[config.mk]
export PLATFORM = sky130hd
export DESIGN_NAME = gf_horner_eval
export DESIGN_NICKNAME = d
export VERILOG_FILES = /design/src/rtl/gf_horner_eval.sv
export SDC_FILE = /design/constraint.sdc
export NUM_CORES = 1
export LEC_CHECK = 0
export BUFFER_PORTS_ARGS = -buffer_cell sky130_fd_sc_hd__buf_2
export CORE_ASPECT_RATIO = 1.1
export CORE_MARGIN = 5
export CORE_UTILIZATION = 30
export DETAILED_ROUTE_END_ITERATION = 6
export PLACE_DENSITY = 0.57
export SLEW_MARGIN = 20
export SYNTH_ARGS = -nofsm -noshare
export SYNTH_HDL_FRONTEND = slang
export SYNTH_SLANG_ARGS = --single-unit
[constraint.sdc]
create_clock -name clk -period 3.9 [get_ports clk]
set_input_delay 0.195 -clock clk [delete_from_list [all_inputs] [get_ports clk]]
set_output_delay 0.195 -clock clk [all_outputs]
set_load 0.02 [all_outputs]
[src/rtl/gf_horner_eval.sv]
// rtl/gf_horner_eval.sv - Horner-rule polynomial evaluator over GF(2^3), poly x^3+x^2+1
//
// GFMult: combinational GF(2^3) multiplier, field polynomial x^3+x^2+1.
//   i_a, i_b : field elements
//   o_p      : i_a * i_b reduced modulo x^3+x^2+1
//
// gf_horner_eval: folds coefficients (highest degree first) as acc <- acc*x ^ c.
//   clk, rst          : clock, asynchronous active-high reset
//   start             : request evaluation (sampled in IDLE only)
//   x_in, num_terms   : evaluation point and coefficient count, latched on start
//   coef_valid/ready  : coefficient handshake, coef_data carries the coefficient
//   result_valid      : one-cycle pulse, result holds p(x) until the next pulse
//   busy              : high in ACC and DONE
//   err               : one-cycle pulse on an illegal num_terms at start

module GFMult (
    input  logic [2:0] i_a,
    input  logic [2:0] i_b,
    output logic [2:0] o_p
);
    logic [4:0] w_prod;

    // Carry-less product, then fold the high terms back:
    // x^3 = x^2+1 (101), x^4 = x^3+x = x^2+x+1 (111).
    always_comb begin
        w_prod = 5'b0;
        for (int i = 0; i < 3; i++) begin
            if (i_b[i]) begin
                w_prod = w_prod ^ ({2'b00, i_a} << i);
            end
        end
        o_p = w_prod[2:0]
            ^ (w_prod[3] ? 3'b101 : 3'b000)
            ^ (w_prod[4] ? 3'b111 : 3'b000);
    end
endmodule

module gf_horner_eval #(
    parameter int N         = 3,
    parameter int MAX_TERMS = 8,
    parameter int CW        = $clog2(MAX_TERMS + 1)
) (
    input  logic          clk,
    input  logic          rst,
    input  logic          start,
    input  logic [N-1:0]  x_in,
    input  logic [CW-1:0] num_terms,
    input  logic          coef_valid,
    input  logic [N-1:0]  coef_data,
    output logic          coef_ready,
    output logic          result_valid,
    output logic [N-1:0]  result,
    output logic          busy,
    output logic          err
);
    typedef enum logic [1:0] {
        IDLE = 2'd0,
        ACC  = 2'd1,
        DONE = 2'd2
    } state_t;

    state_t        r_state;
    logic [N-1:0]  r_x;
    logic [N-1:0]  r_acc;
    logic [CW-1:0] r_n;
    logic [CW-1:0] r_cnt;
    logic          r_coef_ready;
    logic          r_result_valid;
    logic [N-1:0]  r_result;
    logic          r_busy;
    logic          r_err;

    logic [N-1:0]  w_mul;
    logic [N-1:0]  w_acc_next;
    logic [CW-1:0] w_cnt_inc;
    logic          w_count_ok;

    GFMult u_mult (
        .i_a (r_acc),
        .i_b (r_x),
        .o_p (w_mul)
    );

    assign w_acc_next = w_mul ^ coef_data;
    assign w_cnt_inc  = r_cnt + 1'b1;
    assign w_count_ok = (num_terms != '0) && (num_terms <= CW'(MAX_TERMS));

    always_ff @(posedge clk or posedge rst) begin
        if (rst) begin
            r_state        <= IDLE;
            r_x            <= '0;
            r_acc          <= '0;
            r_n            <= '0;
            r_cnt          <= '0;
            r_coef_ready   <= 1'b0;
            r_result_valid <= 1'b0;
            r_result       <= '0;
            r_busy         <= 1'b0;
            r_err          <= 1'b0;
        end else begin
            r_result_valid <= 1'b0;
            r_err          <= 1'b0;
            case (r_state)
                IDLE: begin
                    if (start) begin
                        if (w_count_ok) begin
                            r_x          <= x_in;
                            r_n          <= num_terms;
                            r_acc        <= '0;
                            r_cnt        <= '0;
                            r_coef_ready <= 1'b1;
                            r_busy       <= 1'b1;
                            r_state      <= ACC;
                        end else begin
                            r_err <= 1'b1;
                        end
                    end
                end
                ACC: begin
                    // coef_ready is always high in ACC, so coef_valid alone is a beat.
                    if (coef_valid) begin
                        r_acc <= w_acc_next;
                        r_cnt <= w_cnt_inc;
                        if (w_cnt_inc == r_n) begin
                            // Publish the final fold directly so result lines up
                            // with the DONE-cycle result_valid pulse.
                            r_result       <= w_acc_next;
                            r_result_valid <= 1'b1;
                            r_coef_ready   <= 1'b0;
                            r_state        <= DONE;
                        end
                    end
                end
                DONE: begin
                    r_busy  <= 1'b0;
                    r_state <= IDLE;
                end
                default: begin
                    r_coef_ready <= 1'b0;
                    r_busy       <= 1'b0;
                    r_state      <= IDLE;
                end
            endcase
        end
    end

    assign coef_ready   = r_coef_ready;
    assign result_valid = r_result_valid;
    assign result       = r_result;
    assign busy         = r_busy;
    assign err          = r_err;
endmodule

Word level (Yosys, flattened, before mapping)
Index checks and enable logic that the tools add are counted.
Widths: inputs -> output; s select.
{"block": "totals", "reg_bits": 23, "out_inout_bits": 7, "elab_cells": 66}
{"block": "op_classes", "n_addsub": 1, "order_cmp": 1, "n_eq_ne": 7, "muxes": 30, "n_bitwise": 7, "reduce_logical": 10}
{"op": "$mux 3", "count": 6}
{"op": "$mux 4", "count": 3}
{"op": "$mux 1", "count": 10}
{"op": "$mux 5", "count": 2}
{"op": "$reduce_and 3->1", "count": 3}
{"op": "$xor 3x3->3", "count": 3}
{"op": "$mux 2", "count": 4}
{"op": "$ne 2x2->1 const B", "count": 4}
{"op": "$pmux 4 s2", "count": 1}
{"op": "$reduce_and 4->1", "count": 2}
{"op": "$pmux 3 s2", "count": 1}
{"op": "$reduce_and 5->1", "count": 1}
{"op": "$xor 5x4->5", "count": 1}
{"op": "$xor 5x5->5", "count": 1}
{"op": "$add 4x1->4 const B", "count": 1}
{"op": "$eq 4x4->1", "count": 1}
{"op": "$le 4x4->1 const B", "count": 1}
{"op": "$pmux 2 s2", "count": 1}
{"op": "$reduce_bool 4->1", "count": 1}
{"op": "$pmux 1 s3", "count": 1}
{"op": "$eq 2x1->1 const B", "count": 1}
{"op": "$eq 2x2->1 const B", "count": 1}
{"op": "$logic_not 2->1", "count": 1}
{"op": "$not 1->1", "count": 2}
{"op": "other kinds (3)", "count": 3}

Depth between registers and ports, before layout
Gate-level depths: netlist of run 1.
{"block": "depth", "word_depth": 11, "ltp_mapped": 6, "depth_no_buf": 6}

Cells and area by module
A second synthesis of run 1 with hierarchy kept.
{"block": "hier_totals", "cells_unflattened": 110, "area_unflattened_um2": 1228.7}
{"module": "gf_horner_eval", "n_inst": 1, "cells_each": 81, "area_per_inst_um2": 1028.5, "seq_area_each_um2": 575.6}
{"module": "GFMult", "n_inst": 1, "cells_each": 29, "area_per_inst_um2": 200.2, "seq_area_each_um2": 0.0}

Worst setup path after synthesis of run 1
OpenSTA, ideal clock, no wires.
{"block": "synth_path", "kind": "register -> register", "from": "register r_cnt[0]", "to": "register r_result[0], in the netlist result[0]", "setup_ns": 0.125, "t_arrival_ns": 1.685, "required_time_ns": 3.775, "slack_ns": 2.091, "stages_incl_launch_ff": 6, "path_buffers": 0, "synth_period_minus_slack_ns": 1.809, "cell_sequence": "dfrtp_1 > ha_1 > xnor2_1 > nand3_1 > nor4_4 > mux2_2"}
{"block": "synth_via", "elab_chain_len": 3}
{"item": "start, declared", "line_no": "66", "text": "logic [CW-1:0] r_cnt;"}
{"item": "start signal, assigned", "line_no": "123", "text": "r_cnt <= w_cnt_inc;"}
{"item": "$add 4x1->4", "line_no": "85", "text": "assign w_cnt_inc = r_cnt + 1'b1;"}
{"item": "$eq 4x4->1", "line_no": "124", "text": "if (w_cnt_inc == r_n) begin"}
{"item": "$reduce_and 3->1 (no source line)"}
{"item": "end signal, assigned", "line_no": "127", "text": "r_result <= w_acc_next;"}
{"item": "end, declared", "line_no": "69", "text": "logic [N-1:0] r_result;"}
Every way passes these cells.
A chain may end at the register's enable or synchronous reset.

Worst setup path in the final report of run 1
{"block": "layout_path", "from": "register r_cnt[0]", "to": "register r_result[1], in the netlist result[1]"}
Same word-level chain as after synthesis.

==> reports/qor.txt, run 1 <==
DRC viols: 0
Critical Path AT: 2.08 ns
Clock Power Share: 0.129
Post-Place Cells: 185
ant diodes: 0
PortBufs: 20
Pre-antenna DRT Iters: 4
sequential share of the synthesized area: 0.4680
Die Ht: 77.16 um
num rows: 24
average size of a mapped cell: 10.79 sq um
fmax: 518.2 MHz
FFs w/ async S/R, synth: 1.000
Comb pwr share: 0.478
period utilization: 0.4948
crit end category: flip-flop
layout cells sized above 1: 0.2847
final instance area: 1435 sq um
Slew Viols, Final: 0
status: finished, final reports clean
gr usage total: 0.1071
#FFs+latches synth: 23
Top Ports: 21
vias per inst: 4.868
final cell count without fillers: 189
Placeable Area: 3964 sq um
full die area: 5482 sq um
Synthesized Nets: 129
final core utilization: 0.3621
Filler cells: 408
H-tree depth: 1
reg2reg setup slack: 1.97 ns
wire per inst: 13.65 um
# resized after CTS: 0
TritonCTS Buffers: 3
Worst EP required: 4.05 ns
MaxCap Viol Count: 0
post-route antenna net violation count: 0
CTS tree: yes
setup bufs post-CTS: 0
multi-input gate area in the final layout: 634.4 sq um
Hold-fix buffers, CTS: 0
worst hold path class: in -> async
pin count of the biggest net entering global routing: 24
cell count after synthesis: 114
Static Leak: 0.6450 nW
Warnings, synthesis: 0
clock sink count: 23
Finish-stage setup viols: 0
initial cell density of the core: 0.3103
RePlAce Congestion: 0.7552
DP Area: 1390 sq um
final hold vios: 0
Crit Path Max Fanout: 5
Layout area overhead: 16.68%
dpl hpwl: 2.074 mm
drt first-iter violations: 58
first-pass GRT wire length: 4.767 mm
Sw Pwr: 0.0004672 W
clk slew on worst S/H paths: 0.08 ns
Crit Reg-Reg Startpoint: r_cnt[0]
CP Launch Type: flip-flop
Net Sw Frac: 0.4133
worst-margin pin slew: 0.8688 ns
clk_lat worst skew: 0.26 ns
Total Routed Length: 2.579 mm
Slew Limit Headroom: 0.4201
Pwr Density: 787.7 nW/um^2
Root Buffer: clkbuf_8
hold slack: 0.09851 ns
antenna violations before repair: 0
vias: 920
Layout Nets: 153
post-synth cell types: 37
vias in the first global route: 1035
Tmin final: 1.930 ns
Worst Reg-to-Reg Cells: 5
Layout Skew: 0.004103 ns
Post-Synthesis Cell Area: 1230 sq um
RR Endpoint: result[1]
Reg power frac: 0.393
Die X: 71.05 um
setup TNS: 0 ns
Worst VDD drop: 0.2754 mV
Sequential Area: 575.6 sq um
Post-synth top flop: dfrtp_1
Pint: 0.0006632 W
RSZ-0062 raised after global routing: false
CTS max path bufs: 2
Setup CP Type: reg -> reg
number of synthesized flops with an enable pin: 0
total grt overflow: 0
power groups by stage:
stage                     combinational (W)  sequential (W)  clock, W
after global placement             0.000523        0.000446         0
after floorplan                    0.000416        0.000447         0
after CTS                          0.000548        0.000446  0.000152
final                              0.000540        0.000444  0.000146
after detailed placement           0.000545        0.000450         0
after global routing               0.000606        0.000465  0.000163
through the flow:
step	setup slack [ns]	total power, W
floorplan	2.091	0.0008628
global placement	2.024	0.0009690
detailed placement	1.969	0.0009951
CTS	1.957	0.001145
global route	1.818	0.001235
finish	1.970	0.001130
logic make-up after synthesis:
| kind of cell | count (synthesis) | synth area share |
|---|---|---|
| compound gates | 19 | 0.1078 |
| xor+xnor | 13 | 0.09257 |
| fa+ha+maj | 1 | 0.01017 |
| buf+inv | 5 | 0.01627 |
| flops | 23 | 0.4680 |
| mux | 10 | 0.09461 |
| simple gates | 43 | 0.2106 |
per-layer routing:
metal  track usage  routed length (um)  vias to the layer above
li1              -                   -                      451
met1        0.1257                1081                      451
met4       0.03195                  28                        0
met3       0.02222                  91                        4
met2        0.1929                1378                       14
met5             0                   0                        -
Yosys cell counts, types with 3 or more instances:
library cell,number,area (sq um)
o21ai_0,6,30.03
o31ai_1,3,22.52
dfrtp_1,23,575.6
nand2_1,13,48.80
nor2_1,4,15.01
inv_1,4,15.01
a21o_1,3,22.52
mux2_2,9,101.4
xnor2_1,7,61.31
nand3_1,7,35.03
xor2_1,6,52.55
critical path: stages (launching register included):
cell	delay [ns]
dfrtp_1	0.43
ha_1	0.34
xnor2_1	0.14
nand3_1	0.17
nor4_4	0.36
mux2_2	0.38
sequential cells by signal (all words and copies together) (netlist names):
| register | cells |
|---|---|
| r_cnt | 4 |
| r_n | 4 |
| r_x | 3 |
| r_state | 2 |
| err | 1 |
| result_valid | 1 |
| r_acc | 3 |
| result | 3 |
| coef_ready | 1 |
| busy | 1 |
cell type report:
| type | instances | share of cell area |
|---|---|---|
| timing repair buffer | 20 | 0.06975 |
| sequential | 23 | 0.4010 |
| inverter | 4 | 0.01046 |
| clock buffer | 4 | 0.03139 |
| tap | 52 | 0.04534 |
| multi-input combinational | 86 | 0.4420 |
layout by cell type (no fill, tap or decap), types with 4 or more instances in the layout:
master / netlist / final
dfrtp_1: 23 / 23
buf_2: 1 / 20
nand2_1: 13 / 13
mux2_2: 9 / 9
xnor2_1: 7 / 7
nand3_1: 7 / 7
xor2_1: 6 / 6
o21ai_0: 6 / 6
nor2_1: 4 / 4
inv_1: 4 / 4
how the worst max path moves through the flow:
stage	from	end	slack [ns]	depth (start not counted)
2_1_floorplan	r_cnt[0]	result[0]	2.09	5
3_3_place_gp	r_cnt[0]	result[0]	2.02	5
3_5_place_dp	r_cnt[0]	result[1]	1.97	5
4_1_cts	r_cnt[0]	result[1]	1.96	5
5_1_grt	r_cnt[0]	result[1]	1.82	5
6_report	r_cnt[0]	result[1]	1.97	5
No activity file was read; power rests on OpenSTA's default activity.
==> run 2: changes to the inputs <==
Settings changed: PLACE_DENSITY 0.57 to 0.59.
Clock period 3.9 ns to 1.74 ns, I/O delays scaled along.
==> run 2 against run 1 <==
  * The run now ends with negative setup slack left
  * Routed wire length up 4.8%
  * Sequential power is 130% higher
  * Cell area rose by 11%
  * Final cell count up 5.3%
  * Worst setup slack worse by 2.0 ns
  * Core utilization increased by 3.8 points
  * Critical path depth rose by 2
  * Via count up 6.1%
==> reports/qor.txt, run 2 (synthesis gave the netlist of run 1 again) <==
clk_lat worst skew: 0.26 ns
vias: 976
DP Area: 1443 sq um
failing checks: negative setup slack
gr usage total: 0.1043
Filler cells: 417
hold slack: 0.05556 ns
Comb pwr share: 0.536
Crit Path Max Fanout: 4
drt first-iter violations: 19
Root Buffer: clkbuf_8
wire per inst: 13.59 um
crit end category: flip-flop
clk slew on worst S/H paths: 0.08 ns
Clock Power Share: 0.113
Critical Path AT: 1.97 ns
final core utilization: 0.4003
commonest non-fill, non-tap cells in the layout: dfrtp_1, buf_2, nand2_1
period utilization: 1.025
hold path depth: 2
Slew Viols, Final: 0
Reg power frac: 0.351
fmax: 560.6 MHz
PortBufs: 20
total grt overflow: 0
clock sink count: 23
Total Routed Length: 2.704 mm
RR Endpoint: result[2]
reg2reg setup slack: -0.04 ns
ant diodes: 0
first-pass GRT wire length: 4.616 mm
dpl hpwl: 2.035 mm
CP Launch Type: flip-flop
pin count of the biggest net entering global routing: 24
Die Ht: 77.16 um
Finish-stage setup viols: 4
Pint: 0.001711 W
Pre-antenna DRT Iters: 4
setup TNS: -0.1238 ns
Worst EP required: 1.92 ns
Setup CP Type: reg -> reg
largest stage delay on the critical path: 0.42 ns
hold_sp: x_in[1]
MaxCap Viol Count: 0
met2 Use GR: 0.1948
CTS max path bufs: 2
met1 Resource Use GR: 0.1134
CTS tree: yes
TritonCTS Buffers: 3
worst hold path class: in -> reg
CP cell instances: ha_4, xnor2_2, nand3_2, nor4_4, buf_4, nor2_2, a31oi_1
Net Sw Frac: 0.4087
H-tree depth: 1
CP max-delay cell: dfrtp_1
Layout area overhead: 28.99%
final instance area: 1587 sq um
WHS Endpoint: r_x[1]
Die X: 71.05 um
largest registers: r_cnt x4, r_n x4
vias in the first global route: 1049
slack of the critical path: -0.04388 ns
Layout Nets: 163
Post-Place Cells: 192
DRC viols: 0
post-route antenna net violation count: 0
worst-margin pin slew: 0.5382 ns
Placeable Area: 3964 sq um
status: finished with violations
final hold vios: 0
layout cells sized above 1: 0.3878
full die area: 5482 sq um
Worst Reg-to-Reg Cells: 7
Static Leak: 0.7284 nW
commonest non-fill, non-tap cell in the layout: dfrtp_1
grt met3 use: 0.02745
antenna violations before repair: 0
Sw Pwr: 0.001182 W
Worst VDD drop: 0.6725 mV
Slew Limit Headroom: 0.6399
grt peak-use layer: met2
RSZ-0062 raised after global routing: true
Tmin final: 1.784 ns
num rows: 24
Top Ports: 21
RePlAce Congestion: 0.7383
Crit Reg-Reg Startpoint: r_cnt[0]
Layout Skew: 0.002677 ns
Pwr Density: 1824 nW/um^2
vias per inst: 4.905
final cell count without fillers: 199
initial cell density of the core: 0.3103
run 2: area by class of cell:
type / count / area, sq um / share of cell area
clock buffers: 3 / 41.29 / 0.02603
well taps: 52 / 65.06 / 0.04101
multi-input cells: 86 / 703.2 / 0.4432
inverters: 4 / 15.01 / 0.009464
repair buffers: 30 / 181.4 / 0.1144
clock inverters: 1 / 5.005 / 0.003155
flip-flops and latches: 23 / 575.6 / 0.3628
run 2: worst max-delay path by stage:
| stage | to | depth (start not counted) | startpoint | slack, ns |
|---|---|---|---|---|
| 3_3_place_gp | result[0] | 5 | r_cnt[0] | -0.03 |
| 5_1_grt | result[2] | 7 | r_cnt[1] | -0.14 |
| 2_1_floorplan | result[0] | 5 | r_cnt[0] | -0.07 |
| 3_5_place_dp | result[0] | 5 | r_cnt[0] | -0.11 |
| 6_report | result[2] | 7 | r_cnt[0] | -0.04 |
| 4_1_cts | result[2] | 7 | r_cnt[0] | -0.08 |
run 2: worst max-delay path: cells and delay by family, from the launching register on:
family / cells / cell delay (ns)
compound gates: 1 / 0.15
flops: 1 / 0.42
buf+inv: 1 / 0.19
simple gates: 3 / 0.51
xor+xnor: 1 / 0.11
fa+ha+maj: 1 / 0.31
run 2: metal layers:
layer | vias up | part of all wire
li1 | 471 | -
met1 | 482 | 0.40
met2 | 18 | 0.54
met3 | 5 | 0.049
met4 | 0 | 0.012
met5 | - | 0
run 2: per-stage QoR:
step / total power, W / worst slack [ns]
finish: 0.002893 / -0.04388
global route: 0.003115 / -0.1429
CTS: 0.002787 / -0.08162
detailed placement: 0.002335 / -0.1117
global placement: 0.002269 / -0.03106
floorplan: 0.001934 / -0.06934
run 2: what timing repair did:
item,4_1_cts,5_1_grt
hold buffers,1,0
hold endpoints to repair,23,0
pin swaps,3,3
resized for setup,6,7
setup endpoints to repair,4,4
buffers inserted,0,2
run 2: power groups by stage:
stage	Combinational, W	Clock [W]	Sequential (W)
after floorplan	0.000933	0	0.00100
after global placement	0.00128	0	0.000988
after detailed placement	0.00134	0	0.000999
after CTS	0.00143	0.000350	0.00101
after global routing	0.00170	0.000361	0.00105
final	0.00155	0.000326	0.00102
==> run 3: changes to the inputs <==
Settings changed: ABC_AREA set to 1, ABC_CLOCK_PERIOD_IN_PS set to 1740, GPL_TIMING_DRIVEN set to 0, PLACE_DENSITY 0.59 to 0.58.
==> run 3 against run 2 <==
  * The run ends with negative hold slack left
  * Via count up 11%
  * Cell area down 0.95%
  * Die area up 5.2%
  * Sequential cell count unchanged
  * Combinational power down 21%
  * Sequential power down 9%
  * Routed wire length down 7.8%
  * First-iteration DRC count up 58%
  * Power down 14%
  * Hold slack worse by 0.067 ns
  * Non-clock buffer count down 4
==> reports/qor.txt, run 3 <==
average size of a mapped cell: 7.624 sq um
PortBufs: 20
clock sink count: 23
Finish-stage setup viols: 0
crit end category: flip-flop
final core utilization: 0.3694
slack of the critical path: 0.1459 ns
Worst EP required: 1.90 ns
CP cell instances: buf_4, buf_4, nand2_1, inv_1, nor2_2, nand2_1, nor2_2, nand2_2, nor2_4, inv_2, nand2_1, nand2_1
Worst VDD drop: 0.6360 mV
FFs w/ async S/R, synth: 1.000
failing checks: negative hold slack
CP max-delay cell: dfrtp_2
Synthesized Nets: 186
full die area: 5766 sq um
initial cell density of the core: 0.3065
wire per inst: 9.811 um
Setup CP Type: reg -> reg
num rows: 25
TritonCTS Buffers: 3
hold slack: -0.01103 ns
CTS tree: yes
RePlAce Congestion: 0.6937
#FFs+latches synth: 23
Slew Viols, Final: 0
fmax: 627.3 MHz
Filler cells: 493
clk_lat worst skew: 0.27 ns
Top Ports: 21
vias per inst: 4.248
critical path's top delay family: simple AND/OR/NAND/NOR gates
Synth top cells by count: nand2_1, inv_1, dfrtp_1, nand3_1, xnor2_1
Post-Synthesis Cell Area: 1304 sq um
largest stage delay on the critical path: 0.46 ns
cell count after synthesis: 171
DRC viols: 0
CP Launch Type: flip-flop
Slew Limit Headroom: 0.4193
RSZ-0062 raised after global routing: false
worst-margin pin slew: 0.8700 ns
top post-synthesis cells by area: dfrtp_1, nand2_1, inv_1, xnor2_1, nand3_1
antenna violations before repair: 0
Sequential Area: 576.8 sq um
Layout Skew: 0.004135 ns
post-route antenna net violation count: 0
sequential share of the synthesized area: 0.4415
Static Leak: 0.8358 nW
Total Power: 0.002489 W
post-place setup slack: 0.09746 ns
CTS max path bufs: 2
Placeable Area: 4254 sq um
Crit Path Max Fanout: 5
Layout area overhead: 20.54%
layout cells sized above 1: 0.2300
post-synth cell types: 19
pin count of the biggest net entering global routing: 24
CP most frequent cell: nand2_1
post-synth top area share: 0.4415
post-synth top area cell: dfrtp_1
Warnings, synthesis: 0
first-pass GRT wire length: 4.540 mm
vias: 1079
largest registers: r_cnt x4, r_n x4
Hold-fix buffers, CTS: 0
Post-synth top flop: dfrtp_1
Bufs and invs on worst path: 4
final hold vios: 23
worst hold path class: in -> async
Root Buffer: clkbuf_8
vias in the first global route: 1015
setup TNS: 0 ns
Layout Nets: 216
total grt overflow: 0
MaxCap Viol Count: 0
drt first-iter violations: 30
Tmin final: 1.594 ns
commonest non-fill, non-tap cells in the layout: nand2_1, inv_1, dfrtp_1
period utilization: 0.9162
commonest non-fill, non-tap cell in the layout: nand2_1
ant diodes: 0
multi-input gate area in the final layout: 630.6 sq um
Pwr Density: 1584 nW/um^2
gr usage total: 0.1009
dpl hpwl: 1.915 mm
H-tree depth: 1
number of synthesized flops with an enable pin: 0
Total Routed Length: 2.492 mm
Die Ht: 79.14 um
Pre-antenna DRT Iters: 4
status: finished with violations
Die X: 72.86 um
count leader, synth: nand2_1
Critical Path AT: 1.76 ns
clk slew on worst S/H paths: 0.08 ns
==> run 3: cell count changes in the layout (fill, tap and decap cells not counted), moves of 4 or more <==
cell     before  now
inv_1         4   24
mux2_2        7    0
nand2_1      13   68
nand3_1       6   12
xnor2_1       3    8
xnor2_2       4    0
==> run 3: area by class of cell <==
class / instances / share of cell area
inverter: 27 / 0.06449
clock buffer: 3 / 0.02627
buffer: 1 / 0.007166
multi-input combinational: 120 / 0.4013
timing repair buffer: 25 / 0.08758
clock inverter: 1 / 0.003185
sequential: 23 / 0.3670
tap: 54 / 0.04299
==> run 3: metal layers <==
| metal | GRT usage | share of wire | vias up | wire [um] |
|---|---|---|---|---|
| met1 | 0.1341 | 0.50 | 471 | 1238 |
| met2 | 0.1516 | 0.43 | 25 | 1082 |
| li1 | - | - | 578 | - |
| met4 | 0.03875 | 0.016 | 0 | 40 |
| met3 | 0.03165 | 0.053 | 5 | 131 |
| met5 | 0 | 0 | - | 0 |
==> run 3: metrics by stage <==
step / std cells / hold slack [ns] / cell area (sq um)
detailed placement: 245 / 0.3376 / 1471
finish: 254 / -0.01103 / 1572
floorplan: 171 / 0.08892 / 1304
global route: 254 / 0.05249 / 1572
CTS: 249 / 0.03776 / 1518
global placement: 245 / 0.3275 / 1471
==> run 3: where the power goes <==
group	switching, W	leakage (nW)	internal (W)
logic	0.000721	0.520	0.000507
registers	0.000183	0.291	0.000743
clock network	0.000175	0.0255	0.000160
total	0.00108	0.836	0.00141
==> run 3: worst reg2reg max path: stages, from the launching register on <==
cell and delay [ns]:
dfrtp_2 0.46, buf_4 0.15, buf_4 0.13, nand2_1 0.05
inv_1 0.05, nor2_2 0.07, nand2_1 0.06, nor2_2 0.12
nand2_2 0.09, nor2_4 0.16, inv_2 0.06, nand2_1 0.05
nand2_1 0.05
==> run 3: kinds of logic (layout without fill, tap and decap cells) <==
group | after synthesis | count (layout) | share of synthesized area
DFF | 23 | 23 | 0.4415
and+or+nand+nor | 95 | 95 | 0.3273
buffers and inverters | 28 | 57 | 0.08637
xor gates and xnor gates | 12 | 12 | 0.08061
adders and majority gates | 1 | 1 | 0.009595
AOI/OAI and AO/OA | 12 | 12 | 0.05470
==> run 3: repair_timing <==
| item | 4_1_cts | 5_1_grt |
|---|---|---|
| setup buffers | 0 | 5 |
| setup endpoints to repair | 0 | 5 |
| gates resized for setup | 0 | 3 |
==> run 3: final timing paths <==
kind | endpoint | slack [ns] | depth (start not counted) | from
hold reg to reg | coef_ready | 0.47 | 2 | coef_ready
min in group clk | r_x[0] | 0.05 | 3 | x_in[0]
setup reg to reg | result[0] | 0.15 | 12 | r_cnt[0]
hold / removal | r_cnt[3] | -0.01 | 2 | rst
setup / recovery | result[0] | 0.15 | 12 | r_cnt[0]
max in group asynchronous | r_cnt[0] | 1.16 | 2 | rst
